--- src/rtl/memwb_skid_stage.sv ---
// memwb_skid_stage: elastic MEM->WB pipeline register built as a 2-entry skid
// buffer (head + skid) with valid/ready handshake, stall and flush. Also forms
// the final writeback value and a valid-gated, x0-suppressed write enable.
// Optional build macro: MEMWB_PERF_EN adds stall/bubble performance counters.
//
// state | meaning
// EMPTY | head invalid, skid invalid
// ONE   | head valid,   skid invalid
// FULL  | head valid,   skid valid (skid younger than head), in_ready low
module memwb_skid_stage #(
  parameter int XLEN    = 32,
  parameter int RADDR_W = 5
) (
  input  logic               clk,
  input  logic               reset,
  input  logic               flush,
  input  logic               in_valid,
  output logic               in_ready,
  input  logic               RegWrite,
  input  logic               MemtoReg,
  input  logic [XLEN-1:0]    Read_data,
  input  logic [XLEN-1:0]    ALU_result,
  input  logic [RADDR_W-1:0] Register_dest,
  output logic               out_valid,
  input  logic               out_ready,
  output logic               RegWrite_out,
  output logic               MemtoReg_out,
  output logic [XLEN-1:0]    Read_data_out,
  output logic [XLEN-1:0]    ALU_result_out,
  output logic [RADDR_W-1:0] Register_dest_out,
  output logic [XLEN-1:0]    wb_data
`ifdef MEMWB_PERF_EN
  ,
  output logic [31:0]        perf_stall_cnt,
  output logic [31:0]        perf_bubble_cnt
`endif
);

  typedef enum logic [1:0] {
    EMPTY = 2'd0,
    ONE   = 2'd1,
    FULL  = 2'd2
  } state_t;

  typedef struct packed {
    logic               reg_write;
    logic               mem_to_reg;
    logic [XLEN-1:0]    read_data;
    logic [XLEN-1:0]    alu_result;
    logic [RADDR_W-1:0] rd;
  } entry_t;

  state_t state_q, state_d;
  entry_t head_q, head_d;
  entry_t skid_q, skid_d;
  entry_t in_entry;
  logic   accept;
  logic   pop;

  // Valids live in the state encoding; in_ready comes straight from the state register.
  assign in_ready  = (state_q != FULL);
  assign out_valid = (state_q != EMPTY);
  assign accept    = in_valid & in_ready & ~flush;
  assign pop       = out_valid & out_ready;

  assign in_entry = '{reg_write:  RegWrite,
                      mem_to_reg: MemtoReg,
                      read_data:  Read_data,
                      alu_result: ALU_result,
                      rd:         Register_dest};

  // State register.
  always_ff @(posedge clk) begin
    if (reset) begin
      state_q <= EMPTY;
    end else begin
      state_q <= state_d;
    end
  end

  // Next-state and entry-move decisions; flush wins over any accept.
  always_comb begin
    state_d = state_q;
    head_d  = head_q;
    skid_d  = skid_q;
    case (state_q)
      EMPTY: begin
        if (accept) begin
          head_d  = in_entry;
          state_d = ONE;
        end
      end
      ONE: begin
        if (accept && pop) begin
          head_d = in_entry;
        end else if (accept) begin
          skid_d  = in_entry;
          state_d = FULL;
        end else if (pop) begin
          state_d = EMPTY;
        end
      end
      FULL: begin
        if (pop) begin
          head_d  = skid_q;
          state_d = ONE;
        end
      end
      default: state_d = EMPTY;
    endcase
    if (flush) begin
      state_d = EMPTY;
    end
  end

  // Entry payload registers; cleared on reset so outputs read zero afterwards.
  always_ff @(posedge clk) begin
    if (reset) begin
      head_q <= '0;
      skid_q <= '0;
    end else begin
      head_q <= head_d;
      skid_q <= skid_d;
    end
  end

  assign MemtoReg_out      = head_q.mem_to_reg;
  assign Read_data_out     = head_q.read_data;
  assign ALU_result_out    = head_q.alu_result;
  assign Register_dest_out = head_q.rd;
  assign RegWrite_out      = head_q.reg_write & out_valid & (|head_q.rd);
  assign wb_data           = head_q.mem_to_reg ? head_q.read_data : head_q.alu_result;

`ifdef MEMWB_PERF_EN
  logic [31:0] perf_stall_q;
  logic [31:0] perf_bubble_q;

  // Stall/bubble counters; they survive flush and wrap naturally.
  always_ff @(posedge clk) begin
    if (reset) begin
      perf_stall_q  <= '0;
      perf_bubble_q <= '0;
    end else begin
      if (out_valid && !out_ready) perf_stall_q <= perf_stall_q + 32'd1;
      if (!out_valid)              perf_bubble_q <= perf_bubble_q + 32'd1;
    end
  end

  assign perf_stall_cnt  = perf_stall_q;
  assign perf_bubble_cnt = perf_bubble_q;
`endif

endmodule
--- config.mk ---
export PLATFORM = sky130hd
export DESIGN_NAME = memwb_skid_stage
export DESIGN_NICKNAME = d
export VERILOG_FILES = /design/src/rtl/memwb_skid_stage.sv
export SDC_FILE = /design/constraint.sdc
export NUM_CORES = 1
export LEC_CHECK = 0
export ABC_CLOCK_PERIOD_IN_PS = 2350
export CAP_MARGIN = 10
export CORE_UTILIZATION = 45
export CTS_CLUSTER_SIZE = 20
export DETAILED_ROUTE_END_ITERATION = 10
export GPL_TIMING_DRIVEN = 0
export PLACE_DENSITY_LB_ADDON = 0.15
export SLEW_MARGIN = 5
export SYNTH_ARGS = -nofsm -noshare
export SYNTH_HDL_FRONTEND = slang
export SYNTH_SLANG_ARGS = --single-unit
--- constraint.sdc ---
create_clock -name clk -period 2.35 [get_ports clk]
set_clock_uncertainty 0.2 [all_clocks]
set_input_delay 0.3525 -clock clk [delete_from_list [all_inputs] [get_ports clk]]
set_output_delay 0.3525 -clock clk [all_outputs]
set_load 0.02 [all_outputs]
* After elaboration in Yosys (flattened, before gate mapping)
Cells that the tools add are included.
Operators by class: eq/ne operators 8, mux-type cells 11, reductions and logical operators 9, bitwise operators 7
Operators with widths (number):
- 71-bit 2-to-1 mux | 3
- 71-bit case mux with 3 select lines | 1
- 32-bit 2-to-1 mux | 1
- 2-bit 2-to-1 mux | 5
- 2-bit != test, second input constant | 5
- 4-bit AND reduction | 2
- 2-bit case mux with 3 select lines | 1
- 1-bit AND | 5
- 5-bit OR reduction | 1
- 3-bit != test, second input constant | 1
- 3-bit AND reduction | 1
- 3-bit nonzero test | 1
- 2-bit by 1-bit equality test with 1-bit output, second input constant | 1
- 2-bit equality test, second input constant | 1
- 2-bit zero test | 1
- 1-bit NOT | 2
- 2-bit nonzero test | 1
- 2-bit OR reduction | 1
- 1-bit logical AND | 1
Storage, ports and cells: flip-flop bits (word level) 144, logic and storage cells 46, output and inout port bits 105

* Logic depth before layout (Yosys ltp)
Gate-level depths: netlist of run 1.
word-level depth 6, depth in mapped cells 6

* Least setup slack after synthesis of run 1
OpenSTA, ideal clock, no wires.
path type register -> output, start register head_q, in the netlist MemtoReg_out, end output port wb_data[10], buffers on the path 2, stages on the path, launching flop included 4, required time 1798 ps, path slack 362 ps, arrival time 1435 ps, cells stage by stage dfxtp_1 -> clkbuf_1 -> clkbuf_1 -> mux2_2
On the way: longest elaborated chain between the ends 1
RTL lines:
- from (decl) | RTL line 54 | entry_t head_q, head_d;
- from (signal assigned) | RTL line 119 | head_q <= '0;
- from (signal assigned) | RTL line 122 | head_q <= head_d;
- 32-bit 2-to-1 mux | RTL line 132 | assign wb_data = head_q.mem_to_reg ? head_q.read_data : head_q.alu_result;
- to (decl) | RTL line 31 | output logic [XLEN-1:0] wb_data
Every way passes these cells.

* Worst setup path in the final report of run 1
start register head_q, in the netlist MemtoReg_out, end output port wb_data[0]
The elaborated chain is that of the path after synthesis.

==> metrics, run 1 <==
Die X=between 100 and 150 um; CP Launch Type=register; max-slew violation count=0; Post-Syn Area per Cell=approximately 9.8 sq um; R2R Path Start=state_q[1]$_SDFFE_PP0P_; library cells used by synthesis=32; register area=2887 sq um; top cells by area, synth=dfxtp_1 (37%), a211oi_2 (11%), mux2i_1 (9.2%); Synth Area in XOR/XNOR=0; FMAX=between 0.4 and 0.5 GHz; post-CTS setup buffer count=0; predominant post-synthesis flop cell=dfxtp_1; largest net degree at the start of global routing=20; Iter 0 DRT Violations=~530; first-pass GRT wire length=36800 um; Mapped Area=7729 sq um; Min Hold Slack=roughly 0.13 ns; max cap viols=0; Detailed Routing Iterations Pass 1=5; Final period util=0.9866; boundary pin count=181; Die Ht=133.1 um; Clock transition at path regs=~0.060 ns; row cnt=47; Clock Sinks=about 140; Yosys warning count=0; VDD IR-drop max=approximately 520 uV; Post-layout nets=1060; largest area contributor in the netlist=dfxtp_1; Final setup viols=0; Synthesized Nets=865; post-detail-place hpwl=roughly 17000 um; GP Congestion=0.8216; Async SR Flop Fraction=0; CP required=between 1.5 and 2 ns; Total Routing Usage GR=0.2687; antenna violations before repair=0; vias in the first global route=~6500; Critical path origin=MemtoReg_out$_SDFFE_PP0P_; Max Root-Sink Buffers=2; power per cell area=around 660 nW/um^2; Post-Syn Instances=between 700 and 800; Setup TNS Final=0 ns; Clk Latency, worst-skew pair=approximately 0.42 ns; Compound-Gate Fraction of Synth Area=0.2948; status=complete, no violations; Hold Fails Final Rpt=0; Place WS=-0.4307 ns; critical path class=register to primary output; Final Critical Period=between 2 and 2.5 ns; GR Overflow Total=0; # fillers=between 1000 and 1500; Core ar.=between 15000 and 20000 sq um; CTS Buf Count=17; Die Area=approximately 18000 sq um; CP arrival=around 1.8 ns; hold_sp=flush; sequential area share after synthesis=0.3730; Clock Tree Root=clkbuf_16; Synth Area in Simple Gates=0.05699; DR vias=approximately 7100; DR DRC count=0; H-tree levels=4; vias per cell=5.803; Routed Antenna Nets=0; top-count cell post-synth=dfxtp_1; drt wl/cell=just under 20 um; top-area cell type share of the netlist area=0.3730; unrepaired setup endpoints after global routing=false; Adder-Cell Fraction of Synth Area=0; Final Core Density=0.6226; mux cell area share after synthesis=0.1386; share of post-route cells with drive strength above 1=0.2349; Hold Path Class=primary input to register; Routed WL=between 20000 and 25000 um; Leak=approximately 4.2 nW; # port buffers=178; #FFs+latches synth=around 140; Area Overhead vs Synth=34.53%; CTS tree=built; EDFF count, synth=0; worst slew pin tran=0.8069 ns; relative slew slack=0.4621; main combinational cell family by area after synthesis=compound AO/OA/AOI/OAI gates; footprint of the multi-input gates=between 3000 and 4000 sq um; initial core utilization=0.4628; fin worst setup slack=roughly 0.031 ns; n_diodes=0; worst-path maximum fanout=7; critical path capture point type=primary output
==> sequential cells by signal, indices dropped and copies added, names as in the netlist <==
name,flops
head_q,1
MemtoReg_out,1
Register_dest_out,5
ALU_result_out,32
Read_data_out,32
skid_q,71
state_q,2
==> final cells by class <==
type | count | share of cell area
Sequential cell | 144 | 0.2776
Buffer | 166 | 0.1032
Tap cell | 220 | 0.02647
Clock inverter | 10 | 0.01528
Multi-Input combinational cell | 476 | 0.3645
Inverter | 1 | 0.0003610
Clock buffer | 21 | 0.04525
Timing Repair Buffer | 178 | 0.1673
==> critical path: stages, from the launching register on <==
cell	delay, ns
dfxtp_4	0.42
mux2_2	0.37
clkdlybuf4s50_1	0.55
==> kinds of logic after synthesis <==
family          count (synthesis)
flops                         144
compound gates                290
simple gates                   83
mux                           103
buf+inv                       169
==> final timing paths <==
check	end	slack, ns	cells past startpoint
worst max register to register	skid_q[2]$_SDFFE_PP0P_	0.22	5
worst max-delay path	wb_data[0]	0.03	2
worst min-delay path	state_q[1]$_SDFFE_PP0P_	0.13	2
worst min register to register	skid_q[13]$_SDFFE_PP0P_	0.28	2
==> cells in the final DEF, fill, tap and decap left out, drive strengths merged <==
cell type,count
inv,1
dfxtp,144
nor2b,1
nand4bb,1
buf,97
bufinv,4
or4,1
clkdlybuf4s50,147
a2111oi,1
nand2,2
o211a,1
o21bai,1
a211oi,72
a311oi,71
o21ai,71
a21o,1
mux2,32
dlygate4sd2,30
and2,1
clkinv,4
nand3,71
and3b,1
clkbuf,91
or2,1
a31o,1
or3b,1
mux2i,71
a21oi,71
clkinvlp,2
nor4bb,1
nand2b,2
==> what timing repair did <==
action | CTS | global route
hold buffers | 0 | 0
endpoints found under the setup margin | 34 | 0
resized for setup | 45 | 0
endpoints found under the hold margin | 0 | 0
==> routing by layer <==
layer,share of wire,vias to the layer above,GRT usage
met5,0,-,0
met1,0.46,3401,0.3743
met3,0.073,45,0.06513
met4,0.022,0,0.08365
met2,0.45,279,0.4069
li1,-,3331,-
==> report_power, final <==
part | switching, W | internal [W] | total (W)
sequential | 0.0000969 | 0.00254 | 0.00264
combinational | 0.000689 | 0.000665 | 0.00135
clock | 0.00106 | 0.00185 | 0.00291
total | 0.00185 | 0.00506 | 0.00690
==> stage by stage <==
stage	cells	total power (W)	cell area, sq um
after global routing	1216	0.007112	10400
after floorplan	789	0.003478	7729
after global placement	1187	0.004059	9786
after detailed placement	1187	0.004062	9786
final	1216	0.006905	10400
after CTS	1216	0.006919	10400
Note: power is estimated with default switching activity, not from simulation.
==> run 2: changes to the inputs <==
SETUP_SLACK_MARGIN = 0.3   (was unset)
==> run 2 against run 1 <==
  * Largest cell class unchanged
  * Routed wire length is 4.6% higher
  * Combinational power is 7% higher
  * Non-clock buffer count rose by 10
  * Largest power group unchanged
==> metrics, run 2 (synthesis results as in run 1) <==
CTS tree=built; switching portion of total power=0.2694 (+0.002118); vias in the first global route=6747 (+3.0%); Routed Antenna Nets=0 (unchanged); Area Overhead vs Synth=39.78%; post-detail-place hpwl=17010 um (unchanged); unrepaired setup endpoints after global routing=true; critical path class=register to primary output; Critical path origin=Register_dest_out[3]$_SDFFE_PP0P_; GP Congestion=0.8216 (unchanged); n_diodes=0 (unchanged); R2R Path End=ALU_result_out[5]$_SDFFE_PP0P_; boundary pin count=181 (unchanged); Final Critical Period=2.231 ns (-0.08734 ns); share of post-route cells with drive strength above 1=0.3072 (+0.07222); R2R Path Start=state_q[0]$_SDFFE_PP0P_; Total Routing Usage GR=0.2801 (+0.01145); Post-Layout Cell Count=1226 (+0.82%); Final period util=0.9495 (-0.03716); most common cell after layout, fill and taps aside=dfxtp_1; FMAX=0.4482 GHz (+3.9%); Iter 0 DRT Violations=514 (-3.6%); crit path capture=RegWrite_out; critical path capture point type=primary output; Routed WL=25060 um (+4.6%); H-tree levels=4 (unchanged); Detailed Routing Iterations Pass 1=5 (unchanged); Net Switching=0.001888 W (+2.3%); Clock Sinks=144 (unchanged); Combinational Power Share=0.207 (+0.011); Clock power frac=0.416 (-0.005); worst reg2reg path depth=5 (unchanged); drt wl/cell=20.44 um (+3.8%); Leak=4.824 nW (+16%); first-pass GRT wire length=38280 um (+4.0%); Post-layout nets=1070 (+0.94%); power per cell area=648.8 nW/um^2 (-2.3%); max-slew violation count=0 (unchanged); CP Launch Type=register; hold_sp=flush; Critical Path, Cell by Cell=or4_4 > o211a_1 > buf_6; status=complete, no violations; row cnt=47 (unchanged); sequential share of power=0.377 (-0.005); Max Root-Sink Buffers=2 (unchanged); DR DRC count=0 (unchanged); Die Area=17700 sq um (unchanged); Hold Path Class=primary input to register; max cap viols=0 (unchanged); VDD IR-drop max=516.4 uV (-1.2%); relative slew slack=0.4544 (-0.007667); antenna violations before repair=0 (unchanged); CP arrival=1.68 ns (-0.09 ns); initial core utilization=0.4628 (unchanged); GR Overflow Total=0 (unchanged); Die Ht=133.1 um (unchanged); Min Hold Slack=0.1423 ns (+0.01181 ns); Clk Latency, worst-skew pair=0.42 ns (about the same); placed cell count=1187 (unchanged); slowest CP cell=or4_4; worst-path maximum fanout=2 (-5); internal power=0.005121 W (+1.2%); DR vias=7164 (+1.5%); # port buffers=178 (unchanged); Clock transition at path regs=0.06 ns (about the same); Die X=133.1 um (unchanged); Core ar.=16700 sq um (unchanged); largest net degree at the start of global routing=17 (-15%); Hold Fails Final Rpt=0 (unchanged); max FFs per register=71 (unchanged); CP required=1.80 ns (about the same); crit-path max cell delay=0.54 ns (about the same); vias per cell=5.843 (+0.70%); Final setup viols=0 (unchanged); Biggest register=skid_q; r2r setup slk=0.45 ns (+0.23 ns); Final Core Density=0.6468 (+0.02427); worst slew pin tran=0.8184 ns (+0.01150 ns); Clock Tree Root=clkbuf_16; most frequent cells in the layout=dfxtp_1 (140), buf_4 (74), clkdlybuf4s50_1 (74); CTS Buf Count=17 (unchanged)
-- run 2: what timing repair did --
| item | 4_1_cts | 5_1_grt |
|---|---|---|
| endpoints found under the hold margin | 0 | 0 |
| hold buffers | 0 | 0 |
| buffers inserted | 3 | 1 |
| setup endpoints to repair | 183 | 162 |
| resized for setup | 314 | 66 |
| cloned | 4 | 0 |
| pin swaps | 2 | 1 |
-- run 2: power groups by stage --
| stage | Sequential [W] | Clock, W | Combinational [W] |
|---|---|---|---|
| after CTS | 0.00264 | 0.00293 | 0.00144 |
| after detailed placement | 0.00269 | 0 | 0.00137 |
| after global routing | 0.00265 | 0.00303 | 0.00152 |
| after global placement | 0.00269 | 0 | 0.00137 |
| final | 0.00264 | 0.00292 | 0.00145 |
| after floorplan | 0.00265 | 0 | 0.000829 |
-- run 2: layout make-up --
| cell class | count | area [sq um] |
|---|---|---|
| Clock buffer | 21 | 470.5 |
| Buffer | 168 | 1186 |
| Inverter | 1 | 3.754 |
| Multi-Input combinational cell | 476 | 3906 |
| Fill cell | 1416 | 5898 |
| Clock inverter | 10 | 158.9 |
| Timing Repair Buffer | 186 | 1912 |
| Sequential cell | 144 | 2890 |
| Tap cell | 220 | 275.3 |
-- run 2: how the worst min path moves through the flow --
stage / end / slack, ns / cells past startpoint
4_1_cts: state_q[1]$_SDFFE_PP0P_ / 0.13 / 2
6_report: state_q[1]$_SDFFE_PP0P_ / 0.14 / 2
5_1_grt: state_q[1]$_SDFFE_PP0P_ / 0.17 / 2
3_3_place_gp: skid_q[4]$_SDFFE_PP0P_ / 0.26 / 2
3_5_place_dp: skid_q[13]$_SDFFE_PP0P_ / 0.27 / 2
2_1_floorplan: state_q[1]$_SDFFE_PP0P_ / 0.24 / 1
-- run 2: stage by stage --
step / worst slack, ns / cell area, sq um / TNS, ns / power (W)
floorplan: 0.3620 / 7729 / 0 / 0.003478
global placement: -0.4333 / 9786 / -27.57 / 0.004059
detailed placement: -0.4307 / 9786 / -29.94 / 0.004062
CTS: 0.1116 / 10700 / 0 / 0.007003
global route: 0.1094 / 10800 / 0 / 0.007207
finish: 0.1187 / 10800 / 0 / 0.007009
-- run 2: critical path, delay by kind of cell, from the launching register on --
family / cells / cell delay, ns
and+or+nand+nor: 1 / 0.54
DFF: 1 / 0.33
AOI/OAI and AO/OA: 1 / 0.25
buffers and inverters: 1 / 0.14
-- run 2: per-layer routing --
layer  GRT usage  part of all wire
met1      0.3849              0.45
met2      0.4334              0.46
met5           0                 0
met3     0.06322             0.075
met4     0.08940             0.022
==> patch 1: new RTL, settings of run 1 <==
Encoding of `state_t`: now one-hot (3 bits for 3 states).
--- a/src/rtl/memwb_skid_stage.sv
+++ b/src/rtl/memwb_skid_stage.sv
@@ -36,10 +36,10 @@
 `endif
 );
 
-  typedef enum logic [1:0] {
-    EMPTY = 2'd0,
-    ONE   = 2'd1,
-    FULL  = 2'd2
+  typedef enum logic [2:0] {
+    EMPTY = 3'b001,
+    ONE   = 3'b010,
+    FULL  = 3'b100
   } state_t;
 
   typedef struct packed {
Behaviour: same outputs for any inputs over 4 cycles, from zero or initial values and one cycle with reset high; so few cycles prove little.
==> patch 1 against run 1 <==
- combinational power decreased by 24%
- critical path depth is 1 higher
- power is 2.5% lower
- global-route usage fell by 1.6 points
- utilization increased by 2.3 points
- cell count shrank 1.9%
- worst setup slack better by 9.5 ps
- synthesized area fell by 7.0%
- final area shrank 4.6%
- sequential cell count up 1
- sequential power about the same
- non-clock buffer count decreased by 23
- routed wire length decreased by 16%
- largest cell class unchanged
==> patch 1: results (changes against run 1) <==
metric	value	unit	change
vias_in_the_first_global_route	6162		-5.9%
holdCritPathClass	flip-flop to flip-flop		
synth_area_leaders	sky130_fd_sc_hd__dfxtp_1 (40%), sky130_fd_sc_hd__mux2i_1 (10%), sky130_fd_sc_hd__o311a_1 (9.9%)		
gpl_wtd_cong	0.779		-5.1%
status	finished, final reports clean		
final_nets	1048		-1.1%
synth_cell_type_count	31		-3.1%
p_sw_share	23.6	%	-3.1 points
synth_seq_area_share	40.4	%	+3.1 points
wl_per_cell	16.9	um	-14%
port_buffers	179		+0.56%
drive_gt1_share	19.0	%	-4.5 points
grtUsageTotal	25.2	%	-1.6 points
reg2reg_setup_slack	140	ps	-80 ps
drt-initial-drc-count	303		-43%
worstPathMaxFanout	3		-4
hpwl	14.3	mm	-16%
fillCellCount	1331		-11%
viasPerCell	5.26		-9.3%
seqCellArea	2910	um2	+0.69%
postPlaceCellArea	9250	um2	-5.5%
num_vias	6281		-11%
vdd.ir_drop.worst	490	uV	-6.3%
dp_cells	1166		-1.8%
critical_path.slowest_cell	sky130_fd_sc_hd__or4_4		
## patch 1: cell types whose count changed after synthesis, moves of 58 or more
cell and delta:
sky130_fd_sc_hd__a211oi_2 -70, sky130_fd_sc_hd__a311oi_1 -71, sky130_fd_sc_hd__nand2_1 +140, sky130_fd_sc_hd__nand3_1 -71, sky130_fd_sc_hd__o21ai_0 +59, sky130_fd_sc_hd__o21ai_1 -58
sky130_fd_sc_hd__o311a_1 +71
## patch 1: layer usage
metal	global-route usage (%)	vias to the layer above	part of all wire, %	wire [um]
met5	0	-	0	0
met4	8.17	0	1.1	222
li1	-	3095	-	-
met1	33.7	2957	46	9360
met2	40.9	208	46	9370
met3	5.16	21	6.0	1210
## patch 1: area by class of cell
| cell class | instances | area share [%] |
|---|---|---|
| plain buffers | 142 | 10.7 |
| clock buffers | 19 | 4.56 |
| clock inverters | 10 | 2.11 |
| repair buffers | 179 | 17.7 |
| flip-flops and latches | 145 | 29.3 |
| inverters | 3 | 0.113 |
| multi-input cells | 484 | 32.9 |
| well taps | 211 | 2.66 |
## patch 1: critical path: cells and delay by family (launching register included)
| family | cells | cell delay, ps |
|---|---|---|
| AND/OR/NAND/NOR | 1 | 540 |
| flip-flops | 1 | 340 |
| AO/OA/AOI/OAI | 1 | 210 |
| buffers and inverters | 1 | 240 |
## patch 1: cells by family (layout without fill, tap and decap cells)
kind of cell / count (synthesis) / in the layout / share of synthesized area (%)
AO/OA/AOI/OAI: 219 / 219 / 20.6
XOR/XNOR: 1 / 1 / 0.122
buffers and inverters: 147 / 353 / 14.3
flip-flops: 145 / 145 / 40.4
multiplexers: 104 / 104 / 15.0
AND/OR/NAND/NOR: 160 / 160 / 9.57
## patch 1: worst paths after layout
kind	cells past startpoint	startpoint	to
worst max-delay path	3	Register_dest_out[0]	RegWrite_out
worst min-delay path	2	skid_q[43]	skid_q[43]
worst min register to register	2	skid_q[43]	skid_q[43]
worst max register to register	8	state_q[0]	Read_data_out[0]
## patch 1: metrics by stage
stage                     setup slack [ps]  power, mW  hold slack, ps
after floorplan                        370       3.23             236
after global placement                -474       3.73             241
after detailed placement              -450       3.73             246
after CTS                             17.1       6.75             254
after global routing                 0.624       6.95             267
final                                 40.9       6.73             252
## patch 1: power by group through the flow
stage	clock network, mW	logic [mW]	registers [mW]
detailed placement	0	1.06	2.68
global placement	0	1.06	2.68
floorplan	0	0.585	2.65
finish	3.07	1.03	2.63
CTS	3.09	1.03	2.63
global route	3.21	1.10	2.64
==> patch 2: new RTL, config.mk and constraints of run 1 <==
Without the edit above. The option `MEMWB_PERF_EN` is turned on by a define.
--- a/src/rtl/memwb_skid_stage.sv
+++ b/src/rtl/memwb_skid_stage.sv
@@ -7,6 +7,8 @@
 // EMPTY | head invalid, skid invalid
 // ONE   | head valid,   skid invalid
 // FULL  | head valid,   skid valid (skid younger than head), in_ready low
+`define MEMWB_PERF_EN
+
 module memwb_skid_stage #(
   parameter int XLEN    = 32,
   parameter int RADDR_W = 5
Function (old outputs only; new: perf_bubble_cnt and perf_stall_cnt): kept (equiv_simple and equiv_induct, registers matched by name and starting in step).
==> patch 2 against run 1 <==
- the run now ends with setup timing left
- first-iteration DRC count down 29%
- power rose by 20%
- routed wire length up 18%
- utilization increased by 2.9 points
- synthesized area increased by 24%
- worst setup slack worse by 62 ps
- sequential cell count grew 64
- final area increased by 28%
- non-clock buffer count up 61
==> patch 2: results (changes against run 1) <==
metric	value	unit	change
fillCellCount	1825		+22%
synth_compound_area_share	15.2	%	-14 points
timing.hold.ws	120	ps	-10.2 ps
clk_pwr	3.38	mW	+16%
vias_in_the_first_global_route	8360		+28%
worst_r2r_path_depth	6		+1
setup_total_negative_slack	-31.0	ps	-31.0 ps
postPlaceCellArea	12400	um2	+26%
status	finished, violations left		
clock_tree.root_cell	sky130_fd_sc_hd__clkbuf_16		
hpwl	19.9	mm	+17%
violations	setup timing		
cts_post_setup_buffers_inserted	7		+7
vdd.ir_drop.worst	487	uV	-6.8%
cts-resized-gates	136		+200%
cts_buffer_depth	3		+1
final_worst_setup_slack	-30.9	ps	-62.3 ps
mux_contribution_to_synthesized_area	11.5	%	-2.3 points
cts-htree-levels	1		-3
synth_seq_area_share	43.6	%	+6.3 points
synth_area_leaders	sky130_fd_sc_hd__dfxtp_1 (44%), sky130_fd_sc_hd__mux2i_1 (7.7%), sky130_fd_sc_hd__nand2_1 (6.5%)		
dp_cells	1627		+37%
yosys.area_share.adder	0.262	%	+0.26 points
synth_fp_nets	1190		+38%
antenna_found_initial	1		+1
final_nets	1468		+38%
setup-violations-final	2		+2
cts_buffers	23		+6
min-delay-start	out_ready		
slew-limit-headroom	43.2	%	-3.0 points
critical_path.slowest_cell	sky130_fd_sc_hd__or4_4		
power.density	620	nW/um2	-6.6%
port_buffers	244		+37%
internal_power	6.19	mW	+22%
drt-initial-drc-count	379		-29%
post_syn_instances	1112		+41%
timing.critical_path.max_delay_family	simple AND/OR/NAND/NOR gates		
leakagePower	5.23	nW	+26%
post_placement_setup_slack	-871	ps	-440 ps
num_vias	8818		+25%
synth-xor-area-share	1.65	%	+1.7 points
viasPerCell	5.26		-9.4%
holdPathStages	4		+2
finalWirelength	28.2	mm	+18%
grtUsageTotal	25.0	%	-1.9 points
p_sw_share	25.3	%	-1.5 points
gpl_wtd_cong	0.840		+2.2%
grt_start_max_net_pins	14		-30%
grt_pass1_wl	43.7	mm	+19%
worstSetupStartpoint	perf_bubble_cnt[0]		
largest_stage_delay_on_the_critical_path	510	ps	-40 ps
worstPathMaxFanout	5		-2
==> patch 2: changes by cell type in the layout (fill, tap and decap cells not counted), moves of 61 or more <==
cell,run 1,this run
sky130_fd_sc_hd__a211oi_1,2,71
sky130_fd_sc_hd__o21ai_1,70,0
sky130_fd_sc_hd__clkdlybuf4s50_1,147,208
sky130_fd_sc_hd__a211oi_2,70,0
sky130_fd_sc_hd__nor2_1,0,93
sky130_fd_sc_hd__nand2_1,2,165
sky130_fd_sc_hd__a311oi_1,71,0
==> patch 2: final cells by class <==
type	instances	share of cell area, %
multi-input combinational	739	34.7
sequential	208	31.5
timing repair buffer	257	18.3
buffer	148	7.33
clock buffer	34	4.99
tap	270	2.53
inverter	13	0.365
clock inverter	7	0.290
antenna	1	0.0187
==> patch 2: per-layer routing <==
metal | routed length (um) | global-route usage (%)
met5 | 0 | 0
met4 | 456 | 6.03
met3 | 1700 | 4.66
met2 | 14100 | 44.7
met1 | 11900 | 30.8
